### config.mk
export PLATFORM = sky130hd
export DESIGN_NAME = hex_seg_serial_driver
export DESIGN_NICKNAME = d
export VERILOG_FILES = /design/src/rtl/hex_seg_serial_driver.sv
export SDC_FILE = /design/constraint.sdc
export NUM_CORES = 1
export LEC_CHECK = 0
export CORE_ASPECT_RATIO = 0.7
export CORE_MARGIN = 5
export CORE_UTILIZATION = 45
export CTS_CLUSTER_DIAMETER = 80
export DETAILED_ROUTE_END_ITERATION = 12
export PLACE_DENSITY_LB_ADDON = 0.1
export SLEW_MARGIN = 40
export SYNTH_ARGS = -nofsm -noshare
export SYNTH_HDL_FRONTEND = slang
export SYNTH_SLANG_ARGS = --single-unit
### constraint.sdc
create_clock -name clk -period 4.1 [get_ports clk]
set_input_delay 0.615 -clock clk [delete_from_list [all_inputs] [get_ports clk]]
set_output_delay 0.615 -clock clk [all_outputs]
set_load 0.05 [all_outputs]
### src/rtl/hex_seg_serial_driver.sv
// Hex-to-7-segment frame encoder with blink and a serial shift-register driver.
// Optional HEXSEG_AUTO_REFRESH_EN: retransmit automatically on input or blink change.
module hex_seg_serial_driver #(
  parameter int DIGITS   = 8,
  parameter int SCLK_DIV = 2,
  parameter int BLINK_W  = 24
) (
  input  logic                  clk,
  input  logic                  rst,
  input  logic                  start,
  input  logic [4*DIGITS-1:0]   hexs,
  input  logic [DIGITS-1:0]     les,
  input  logic [DIGITS-1:0]     point,
  output logic                  busy,
  output logic                  done,
  output logic                  seg_clk,
  output logic                  seg_sout,
  output logic                  seg_latch,
  output logic                  seg_clrn
);

  localparam int N  = 8 * DIGITS;
  localparam int DW = $clog2(SCLK_DIV) + 1;
  localparam int BW = $clog2(N);
  localparam logic [DW-1:0] DIV_LAST = DW'(SCLK_DIV - 1);
  localparam logic [BW-1:0] BIT_LAST = BW'(N - 1);

  typedef enum logic [1:0] {
    IDLE,
    SHIFT_LO,
    SHIFT_HI,
    LATCH
  } state_t;

  state_t             state;
  logic [N-1:0]       frame;
  logic [N-1:0]       enc;
  logic [DW-1:0]      divcnt;
  logic [BW-1:0]      bitcnt;
  logic [BLINK_W-1:0] blink_cnt;
  logic               flash;
  logic               div_end;
  logic               req;

  // Active-low {a,b,c,d,e,f,g} pattern for one hex value.
  function automatic logic [6:0] seg7(input logic [3:0] h);
    logic [6:0] s;
    s = 7'h7F;
    case (h)
      4'h0: s = 7'h01;
      4'h1: s = 7'h4F;
      4'h2: s = 7'h12;
      4'h3: s = 7'h06;
      4'h4: s = 7'h4C;
      4'h5: s = 7'h24;
      4'h6: s = 7'h20;
      4'h7: s = 7'h0F;
      4'h8: s = 7'h00;
      4'h9: s = 7'h04;
      4'hA: s = 7'h08;
      4'hB: s = 7'h60;
      4'hC: s = 7'h31;
      4'hD: s = 7'h42;
      4'hE: s = 7'h30;
      4'hF: s = 7'h38;
      default: s = 7'h7F;
    endcase
    return s;
  endfunction

  assign flash    = blink_cnt[BLINK_W-1];
  assign div_end  = (divcnt == DIV_LAST);
  assign seg_sout = frame[N-1];

  // Build the frame: leftmost digit lands in the top byte so it goes out first.
  always_comb begin
    enc = '0;
    for (int k = 0; k < DIGITS; k++) begin
      if (les[DIGITS-1-k] && flash)
        enc[N-1-8*k -: 8] = 8'hFF;
      else
        enc[N-1-8*k -: 8] = {seg7(hexs[4*(DIGITS-1-k) +: 4]),
                             ~point[DIGITS-1-k]};
    end
  end

  // Free-running blink timebase.
  always_ff @(posedge clk or posedge rst) begin
    if (rst)
      blink_cnt <= '0;
    else
      blink_cnt <= blink_cnt + 1'b1;
  end

`ifdef HEXSEG_AUTO_REFRESH_EN
  logic [4*DIGITS-1:0] cap_hexs;
  logic [DIGITS-1:0]   cap_les;
  logic [DIGITS-1:0]   cap_point;
  logic                cap_flash;

  // Any difference from the last sent inputs stays pending until serviced.
  assign req = start
             | (hexs != cap_hexs)
             | (les != cap_les)
             | (point != cap_point)
             | (flash != cap_flash);

  // Remember what the last accepted frame was built from.
  always_ff @(posedge clk or posedge rst) begin
    if (rst) begin
      cap_hexs  <= '0;
      cap_les   <= '0;
      cap_point <= '0;
      cap_flash <= 1'b0;
    end else if (state == IDLE && req) begin
      cap_hexs  <= hexs;
      cap_les   <= les;
      cap_point <= point;
      cap_flash <= flash;
    end
  end
`else
  assign req = start;
`endif

  // Transfer sequencer: clock out N bits, then pulse the chain latch.
  always_ff @(posedge clk or posedge rst) begin
    if (rst) begin
      state     <= IDLE;
      busy      <= 1'b0;
      done      <= 1'b0;
      seg_clk   <= 1'b0;
      seg_latch <= 1'b0;
      seg_clrn  <= 1'b0;
      frame     <= '0;
      divcnt    <= '0;
      bitcnt    <= '0;
    end else begin
      seg_clrn <= 1'b1;
      done     <= 1'b0;
      unique case (state)
        IDLE: begin
          if (req) begin
            frame   <= enc;
            bitcnt  <= BIT_LAST;
            divcnt  <= '0;
            busy    <= 1'b1;
            seg_clk <= 1'b0;
            state   <= SHIFT_LO;
          end
        end
        SHIFT_LO: begin
          if (div_end) begin
            divcnt  <= '0;
            seg_clk <= 1'b1;
            state   <= SHIFT_HI;
          end else begin
            divcnt <= divcnt + 1'b1;
          end
        end
        SHIFT_HI: begin
          if (div_end) begin
            divcnt  <= '0;
            seg_clk <= 1'b0;
            frame   <= {frame[N-2:0], 1'b0};
            if (bitcnt == '0) begin
              seg_latch <= 1'b1;
              state     <= LATCH;
            end else begin
              bitcnt <= bitcnt - 1'b1;
              state  <= SHIFT_LO;
            end
          end else begin
            divcnt <= divcnt + 1'b1;
          end
        end
        LATCH: begin
          if (div_end) begin
            divcnt    <= '0;
            seg_latch <= 1'b0;
            busy      <= 1'b0;
            done      <= 1'b1;
            state     <= IDLE;
          end else begin
            divcnt <= divcnt + 1'b1;
          end
        end
        default: state <= IDLE;
      endcase
    end
  end

endmodule
=== Yosys cells after proc, flatten, opt, wreduce, memory -nomap -nowiden ===
Memory sizes are Yosys's and may differ from the RTL's.
Cells that the tools add are included.

* ROM bits: 896
* Bits in registers: 103
* Memories kept: 8
* Output and inout port bits: 6
* Logic and storage cells: 95
* Bits of input ports: 51

* Reduce and logical (&&, ||, !) cells: 21
* Eq/ne operators: 10
* Bitwise logic cells: 8
* $add $sub $neg: 3
* Multiplexer cells: 35

{| class="wikitable"
|+ Memory list
! memory !! depth !! width !! read ports !! clocked after Yosys merged registers in !! write ports !! line !! RTL
|-
| (name not given) || 16 || 7 || 1 || 0 || 0 || 49 || <nowiki>case (h)</nowiki>
|-
| (name not given) || 16 || 7 || 1 || 0 || 0 || 49 ||
|-
| (name not given) || 16 || 7 || 1 || 0 || 0 || 49 ||
|-
| (name not given) || 16 || 7 || 1 || 0 || 0 || 49 ||
|-
| (name not given) || 16 || 7 || 1 || 0 || 0 || 49 ||
|-
| (name not given) || 16 || 7 || 1 || 0 || 0 || 49 ||
|-
| 2 more memories || n/a || n/a || n/a || n/a || n/a || n/a ||
|}

{| class="wikitable"
|+ Operators with widths
! cell !! number
|-
| $mux 64 || 2
|-
| $pmux 64 s2 || 1
|-
| $mux 8 || 8
|-
| $add 24x1->24 const B || 1
|-
| $mux 6 || 3
|-
| $reduce_and 4->1 || 4
|-
| $mux 2 || 7
|-
| $ne 2x2->1 const B || 6
|-
| $pmux 6 s2 || 1
|-
| $logic_and 1x1->1 || 8
|-
| $mux 1 || 8
|-
| $not 1->1 || 8
|-
| $pmux 2 s4 || 1
|-
| $logic_not 6->1 || 1
|-
| $reduce_and 3->1 || 2
|-
| $reduce_bool 2->1 || 3
|-
| $sub 6x1->6 const B || 1
|-
| $eq 2x1->1 const B || 2
|-
| $eq 2x2->1 const B || 2
|-
| $pmux 1 s2 || 2
|-
| $pmux 2 s2 || 1
|-
| $pmux 1 s3 || 1
|-
| $reduce_bool 3->1 || 1
|-
| $reduce_or 3->1 || 1
|-
| 2 further kinds || 2
|}

=== Longest topological paths before layout ===
Gate-level depths: netlist of run 1.

* Depth in word-level cells: 4
* Mapped depth: 7
* Mapped depth without buffers: 6

=== Least setup slack after synthesis of run 1 ===
OpenSTA, ideal clock, no wires.

* Path kind: input to register
* Start point: in hexs[25]
* End point: reg frame[52]
* Path buffers: 0
* Path slack: 2,367 ps
* Data required time: 3,967 ps
* Stages on the path: 6
* Data arrival time: 1,600 ps
* Path through: inv_1 > ha_1 > inv_1 > mux4_2 > o22ai_1 > o21ai_0

* Word-level cells in the longest chain between the ends: 4

{| class="wikitable"
|+ RTL lines
! what !! line !! RTL
|-
| start: declaration || 11 || <nowiki>input logic [4*DIGITS-1:0] hexs,</nowiki>
|-
| $mem_v2 16x7 || n/a ||
|-
| $mux 8 || 79 || <nowiki>if (les[DIGITS-1-k] && flash)</nowiki>
|-
| $mux 64 || 143 || <nowiki>if (req) begin</nowiki>
|-
| $pmux 64 s2 || 141 || <nowiki>unique case (state)</nowiki>
|-
| end signal: assignment || 144 || <nowiki>frame <= enc;</nowiki>
|-
| end signal: assignment || 165 || <nowiki>frame <= {frame[N-2:0], 1'b0};</nowiki>
|-
| end: declaration || 36 || <nowiki>logic [N-1:0] frame;</nowiki>
|}

Every way passes these cells. The select of a mux whose other input is x is not followed.
A chain may end at the register's enable or synchronous reset.

=== Worst setup path after layout of run 1 ===
* Start point: reg state[0]
* End point: reg frame[3]

* Word-level cells in the longest chain between the ends: 3
* Elaborated cells on any way between the ends: 7
* Classes of those cells: eq/ne (3); mux (1); reduce/logical (3)

{| class="wikitable"
|+ RTL lines
! what !! line !! RTL
|-
| start: declaration || 35 || <nowiki>state_t state;</nowiki>
|-
| start signal: assignment || 129 || <nowiki>state <= IDLE;</nowiki>
|-
| start signal: assignment || 149 || <nowiki>state <= SHIFT_LO;</nowiki>
|-
| start signal: assignment || 156 || <nowiki>state <= SHIFT_HI;</nowiki>
|-
| $eq 2x2->1 / $logic_not 2->1 (equally long branches) || 141 ||
|-
| $ne 2x2->1 (no line) / $reduce_bool 2->1 (equally long branches) || n/a ||
|-
| $reduce_and 3->1 (no line) || n/a ||
|}

Parallel ways exist; a longest one is shown, timed or not.

==> results by group, run 1 <==
Outcome
  • Outcome: complete, no violations

Yosys
  • Yosys reg bits: 103
  • Post-synth ARST share: 100%
  • Yosys warns: 0
  • Share of the synthesized area in the top cell type: 37.8%
  • Synth Instances: 732
  • Most frequent cell after synthesis: dfrtp_1
  • Syn Area/Cell: 9.32 µm²
  • Main synth FF type: dfrtp_1
  • Syn Std Cell Area: 6820 µm²
  • Seq/Total Area, Yosys: 37.8%
  • Commonest cells in the synthesized netlist: dfrtp_1, nand2_1, ha_1, nor2_1, o21ai_0
  • Post-synth EDFFs: 0
  • Synth Net Count: 842
  • Yosys top cell by area: dfrtp_1
  • Count of cell types in the netlist: 53
  • Top post-synthesis cells by area: dfrtp_1, ha_1, nand2_1

Global routing
  • Total global-route track usage: 17.3%
  • GR Overflow Total: 0
  • First-pass GRT wire length: 25500 µm
  • Pin count of the biggest net entering global routing: 114
  • Initial antenna violation count: 0
  • Vias in the first global route: 5097

Clock tree
  • Post-CTS setup buffers: 0
  • Hold Buf Count CTS: 0
  • CTS tree: built
  • Post-CTS sizing: 0
  • H-tree depth: 3
  • Maximum clock path buffer count: 2
  • CTS root buf: clkbuf_16
  • Clock Latency Late Sink: 340 ps
  • CTS Buf Count: 9
  • Sink Count: 103
  • Clock-pin transition on the worst setup and hold timing paths: 70 ps

Route
  • Final ANT Viol Nets: 0
  • WL/cell: 15.6 µm
  • Iter 0 DRT Violations: 320
  • DR vias: 5395
  • DR pass1 iterations: 4
  • Vias/cell: 5.61
  • Routed WL: 15000 µm
  • Drt drc: 0

Timing
  • Worst-margin pin slew: 798 ps
  • Max Slew Vio Count: 0
  • Tcrit/Tclk final: 57.5%
  • Post-layout min period: 2360 ps
  • Slew margin rel.: 46.8%
  • Unrepaired setup endpoints after global routing: no
  • Setup TNS: 0 ps
  • Final Hold Violating Endpoints: 0
  • Peak Freq: 424 MHz
  • Worst setup margin: 1740 ps
  • Count of final setup violators: 0
  • Clock skew: 10.9 ps

Final layout
  • Multi-input gate area: 3870 µm²
  • Layout cells sized above 1: 7.82%
  • Area Overhead vs Synth: 13.4%
  • FF+latch area: 2580 µm²
  • Number of fill cells: 1348
  • Antenna diode count: 0
  • Final nets: 872

Placement
  • Pre-CTS WS: 1570 ps
  • GP Congestion: 0.839
  • Dpl hpwl: 10500 µm
  • Port Buf Inserts: 56

Floorplanning
  • Die W: 157 µm
  • Core area: 14800 µm²
  • Die Ht: 113 µm
  • Initial core utilization: 46.2%
  • # IOs: 57
  • Cell Rows: 37
  • Die area: 17800 µm²

Worst setup path
  • Crit path from: state[0]
  • Crit path max fanout: 29
  • FF-to-FF Start: state[0]
  • CP Launch Type: flop
  • R2r setup slk: 1740 ps
  • CP Capture Type: flop
  • Worst Path Required: 4310 ps
  • Worst reg2reg path depth: 5
  • Data arrival, critical path: 2560 ps
  • Kind of critical path: reg -> reg
  • Critical R2R Capture: frame[3]

Power
  • Worst VDD drop: 0.000308 V
  • PwrDens: 489 nW/µm²
  • Static leakage: 3.50 nW

Run
  • Max_cap viols: 0

Hold path
  • Sink of the worst hold path: blink_cnt[0]
  • Hold Crit Depth: 1
  • Hold Crit Class: reg -> reg
  • Hold path start: blink_cnt[0]
logic make-up after synthesis:
kind of cell,count (synthesis),synth area share [%]
simple gates,245,17.4
compound gates,192,18.8
flops,103,37.8
buf+inv,76,5.65
fa+ha+maj,59,10.8
mux,34,6.73
xor+xnor,22,2.82
other cells,1,0.0550
registers in the layout, summed over array words and instances (netlist names):
signal and flops:
busy 1, seg_latch 1, seg_clk 1, done 1
divcnt 2, state 2, frame 64, seg_clrn 1
bitcnt 6, blink_cnt 24
worst max-delay path, cell delays in order (launching register included):
cell      delay [ps]
dfrtp_1          560
nand2b_2         590
buf_4            410
nand2_1          210
o32ai_1          320
o21ai_0          110
cell usage in the layout (no fill, tap or decap), types with 5 or more instances in the layout:
cell type        count
o21ai_0             51
nor2b_1             22
a211oi_1            11
mux2i_1             11
o2bb2ai_1            7
o22ai_1              9
a311oi_1            13
a221oi_1            14
xor2_1              10
nor2_1              59
nand2b_1             8
dfrtp_1            103
a21oi_1             15
nand2_1             86
o211ai_1             8
clkbuf_16            9
inv_1               33
ha_1                59
nor3_1              19
a31oi_1              5
nand3_1             18
o31ai_1             16
clkdlybuf4s50_1     56
mux4_2               8
and3_1               5
mux2_2              15
xnor2_1             12
a21o_1              11
o21ai_1             19
per-layer routing:
metal	routed length (µm)	GRT usage [%]	up-vias
met3	659	3.75	15
met5	0	0	-
met4	154	3.72	0
met2	6340	24.6	110
li1	-	-	2665
met1	7840	27.0	2605
metrics by stage:
| step | std cells | area, µm² | utilization (%) | total power, mW | hold slack (ps) |
|---|---|---|---|---|---|
| floorplan | 732 | 6820 | - | 2.62 | 422 |
| global placement | 946 | 7450 | 50.4 | 2.91 | 439 |
| detailed placement | 946 | 7450 | 50.4 | 2.96 | 454 |
| CTS | 962 | 7740 | 52.4 | 3.82 | 464 |
| global route | 962 | 7740 | 52.4 | 4.07 | 478 |
| finish | 962 | 7740 | 52.4 | 3.78 | 459 |
area by class of cell:
| cell class | count | share of cell area, % |
|---|---|---|
| Clock buffer | 12 | 3.44 |
| Clock inverter | 4 | 0.372 |
| Inverter | 34 | 1.68 |
| Multi-Input combinational cell | 553 | 50.0 |
| Sequential cell | 103 | 33.3 |
| Tap cell | 195 | 3.15 |
| Timing Repair Buffer | 61 | 8.05 |
worst max path at each step:
stage,endpoint,slack [ps],cells past startpoint
2_1_floorplan,bitcnt[0],780,1
3_3_place_gp,bitcnt[4],1620,6
3_5_place_dp,bitcnt[4],1570,6
4_1_cts,frame[3],1740,5
5_1_grt,frame[3],1490,5
6_report,frame[3],1740,5
power breakdown:
part / internal, mW / switching (mW)
combinational: 0.539 / 0.884
sequential: 1.33 / 0.190
clock: 0.462 / 0.382
total: 2.33 / 1.46
(Power assumes the default switching activity.)
==> run 2: changes to the inputs <==
==> constraint.sdc (replaced) <==
create_clock -name clk -period 2.3 [get_ports clk]
set_input_delay 0.345 -clock clk [delete_from_list [all_inputs] [get_ports clk]]
set_output_delay 0.345 -clock clk [all_outputs]
set_load 0.05 [all_outputs]
==> results by group, run 2 (synthesized netlist as in run 1, its figures left out) <==
Outcome
  • Outcome: complete, no violations

Route
  • Routed WL: 15600 µm (+3.9%)
  • DR pass1 iterations: 5 (+1)
  • Final ANT Viol Nets: 0 (unchanged)
  • Drt drc: 0 (unchanged)
  • DR vias: 5478 (+1.5%)
  • Vias/cell: 5.53 (-1.4%)
  • WL/cell: 15.7 µm (+0.89%)
  • Iter 0 DRT Violations: 394 (+23%)

Floorplanning
  • Die Ht: 113 µm (unchanged)
  • Core area: 14800 µm² (unchanged)
  • Cell Rows: 37 (unchanged)
  • # IOs: 57 (unchanged)
  • Die area: 17800 µm² (unchanged)
  • Initial core utilization: 46.2% (unchanged)
  • Die W: 157 µm (unchanged)

Global routing
  • Initial antenna violation count: 0 (unchanged)
  • Total global-route track usage: 17.9% (+0.54 points)
  • GR Overflow Total: 0 (unchanged)
  • Vias in the first global route: 5174 (+1.5%)
  • Pin count of the biggest net entering global routing: 104 (-8.8%)
  • First-pass GRT wire length: 26100 µm (+2.4%)

Worst setup path
  • Worst Path Required: 2570 ps (-1740 ps)
  • CP Launch Type: flop
  • Crit-path cells: nand2b_2 > o21ai_2 > o21ai_0 > o21ai_1
  • Data arrival, critical path: 2400 ps (-160 ps)
  • Kind of critical path: reg -> reg
  • R2r setup slk: 180 ps (-1570 ps)
  • CP max stage delay: 640 ps (+50 ps)
  • Worst reg2reg path depth: 4 (-1)
  • Crit path max fanout: 19 (-34%)
  • CP Capture Type: flop
  • Slowest CP cell: o21ai_2

Clock tree
  • Post-CTS sizing: 0 (unchanged)
  • Sink Count: 103 (unchanged)
  • Clock-pin transition on the worst setup and hold timing paths: 70 ps (about the same)
  • Hold Buf Count CTS: 0 (unchanged)
  • CTS Buf Count: 9 (unchanged)
  • Post-CTS setup buffers: 0 (unchanged)
  • H-tree depth: 3 (unchanged)
  • Clock Latency Late Sink: 350 ps (about the same)
  • CTS root buf: clkbuf_16
  • CTS tree: built
  • Maximum clock path buffer count: 2 (unchanged)

Timing
  • Post-layout min period: 2120 ps (-234 ps)
  • Clock skew: 7.33 ps (-3.61 ps)
  • Max Slew Vio Count: 0 (unchanged)
  • Final Hold Violating Endpoints: 0 (unchanged)
  • Slew margin rel.: 57.5% (+11 points)
  • Worst-margin pin slew: 637 ps (-161 ps)
  • Count of final setup violators: 0 (unchanged)
  • Tcrit/Tclk final: 92.4% (+35 points)
  • Unrepaired setup endpoints after global routing: no
  • Setup TNS: 0 ps (unchanged)
  • Peak Freq: 471 MHz (+11%)

Power
  • Pwr Total: 7.05 mW (+86%)
  • Static leakage: 3.65 nW (+4.2%)
  • Worst VDD drop: 0.000423 V (+37%)
  • Sw Ratio: 37.9% (-0.60 points)
  • Comb pwr share: 39.5% (+1.9 points)
  • NetSw: 2.67 mW (+83%)
  • Sequential power share: 38.1% (-2.0 points)
  • PwrDens: 882 nW/µm² (+80%)
  • Internal power: 4.38 mW (+88%)
  • Clock share of power: 22.5% (+0.2 points)

Placement
  • Dpl hpwl: 11300 µm (+7.6%)
  • Port Buf Inserts: 56 (unchanged)
  • Placed insts: 974 (+3.0%)
  • GP Congestion: 0.874 (+4.1%)

Final layout
  • Area Overhead vs Synth: 17.1%
  • Largest register FFs: 64 (unchanged)
  • Antenna diode count: 0 (unchanged)
  • Final nets: 901 (+3.3%)
  • Biggest register: frame
  • Layout cells sized above 1: 11.2% (+3.4 points)
  • Fin cells: 991 (+3.0%)
  • Fin util: 54.1% (+1.7 points)
  • Most common cell after layout, fill and taps aside: dfrtp_1
  • Most frequent cells in the layout: dfrtp_1, nand2_1, nor2_1, ha_1, clkdlybuf4s50_1
  • Top flop regs: frame x64, blink_cnt x24, bitcnt x6

Run
  • Max_cap viols: 0 (unchanged)

Hold path
  • Hold Crit Class: reg -> reg
  • Hold Crit Depth: 1 (unchanged)
-- run 2: changes by cell type in the layout (fill, tap and decap cells not counted) --
cell | previous run | this run
bufinv_16 | 0 | 1
clkbuf_8 | 3 | 2
clkinv_2 | 1 | 2
buf_12 | 2 | 3
inv_4 | 1 | 0
buf_4 | 3 | 30
o21ai_2 | 0 | 1
-- run 2: power groups by stage --
stage	Sequential, mW	Clock, mW	Combinational (mW)
after CTS	2.68	1.62	2.76
after floorplan	2.71	0	1.96
after global routing	2.75	1.71	3.12
final	2.68	1.58	2.78
after detailed placement	2.70	0	2.76
after global placement	2.70	0	2.70
-- run 2: final timing paths --
path                                     end    startpoint
worst max-delay path               frame[47]      state[1]
worst min-delay path            blink_cnt[0]  blink_cnt[0]
worst max register to register     frame[47]      state[1]
worst min register to register  blink_cnt[0]  blink_cnt[0]
max in group asynchronous          divcnt[0]           rst
min in group asynchronous          frame[58]           rst
-- run 2: metrics by stage --
step / area, µm² / worst slack [ps] / hold WS (ps)
floorplan: 6830 / 723 / 422
global placement: 7670 / 183 / 438
detailed placement: 7670 / 66.3 / 445
CTS: 7980 / 179 / 456
global route: 7990 / 23.5 / 484
finish: 7990 / 176 / 450
-- run 2: metal layers --
metal  GRT usage [%]  part of all wire, %
met5               0                    0
met4            2.92                 0.95
met3            4.43                  4.4
met2            25.3                   43
met1            27.9                   52
-- run 2: layout make-up --
class	count	area, µm²
Sequential cell	103	2580
Clock inverter	5	56.3
Tap cell	195	244
Fill cell	1340	6780
Multi-Input combinational cell	554	3880
Clock buffer	11	253
Inverter	34	131
Timing Repair Buffer	89	846
-- run 2: worst max-delay path: cells and delay by family, from the launching register on --
kind / cells / cell delay [ps]
compound gates: 3 / 1000
flops: 1 / 620
simple gates: 1 / 410
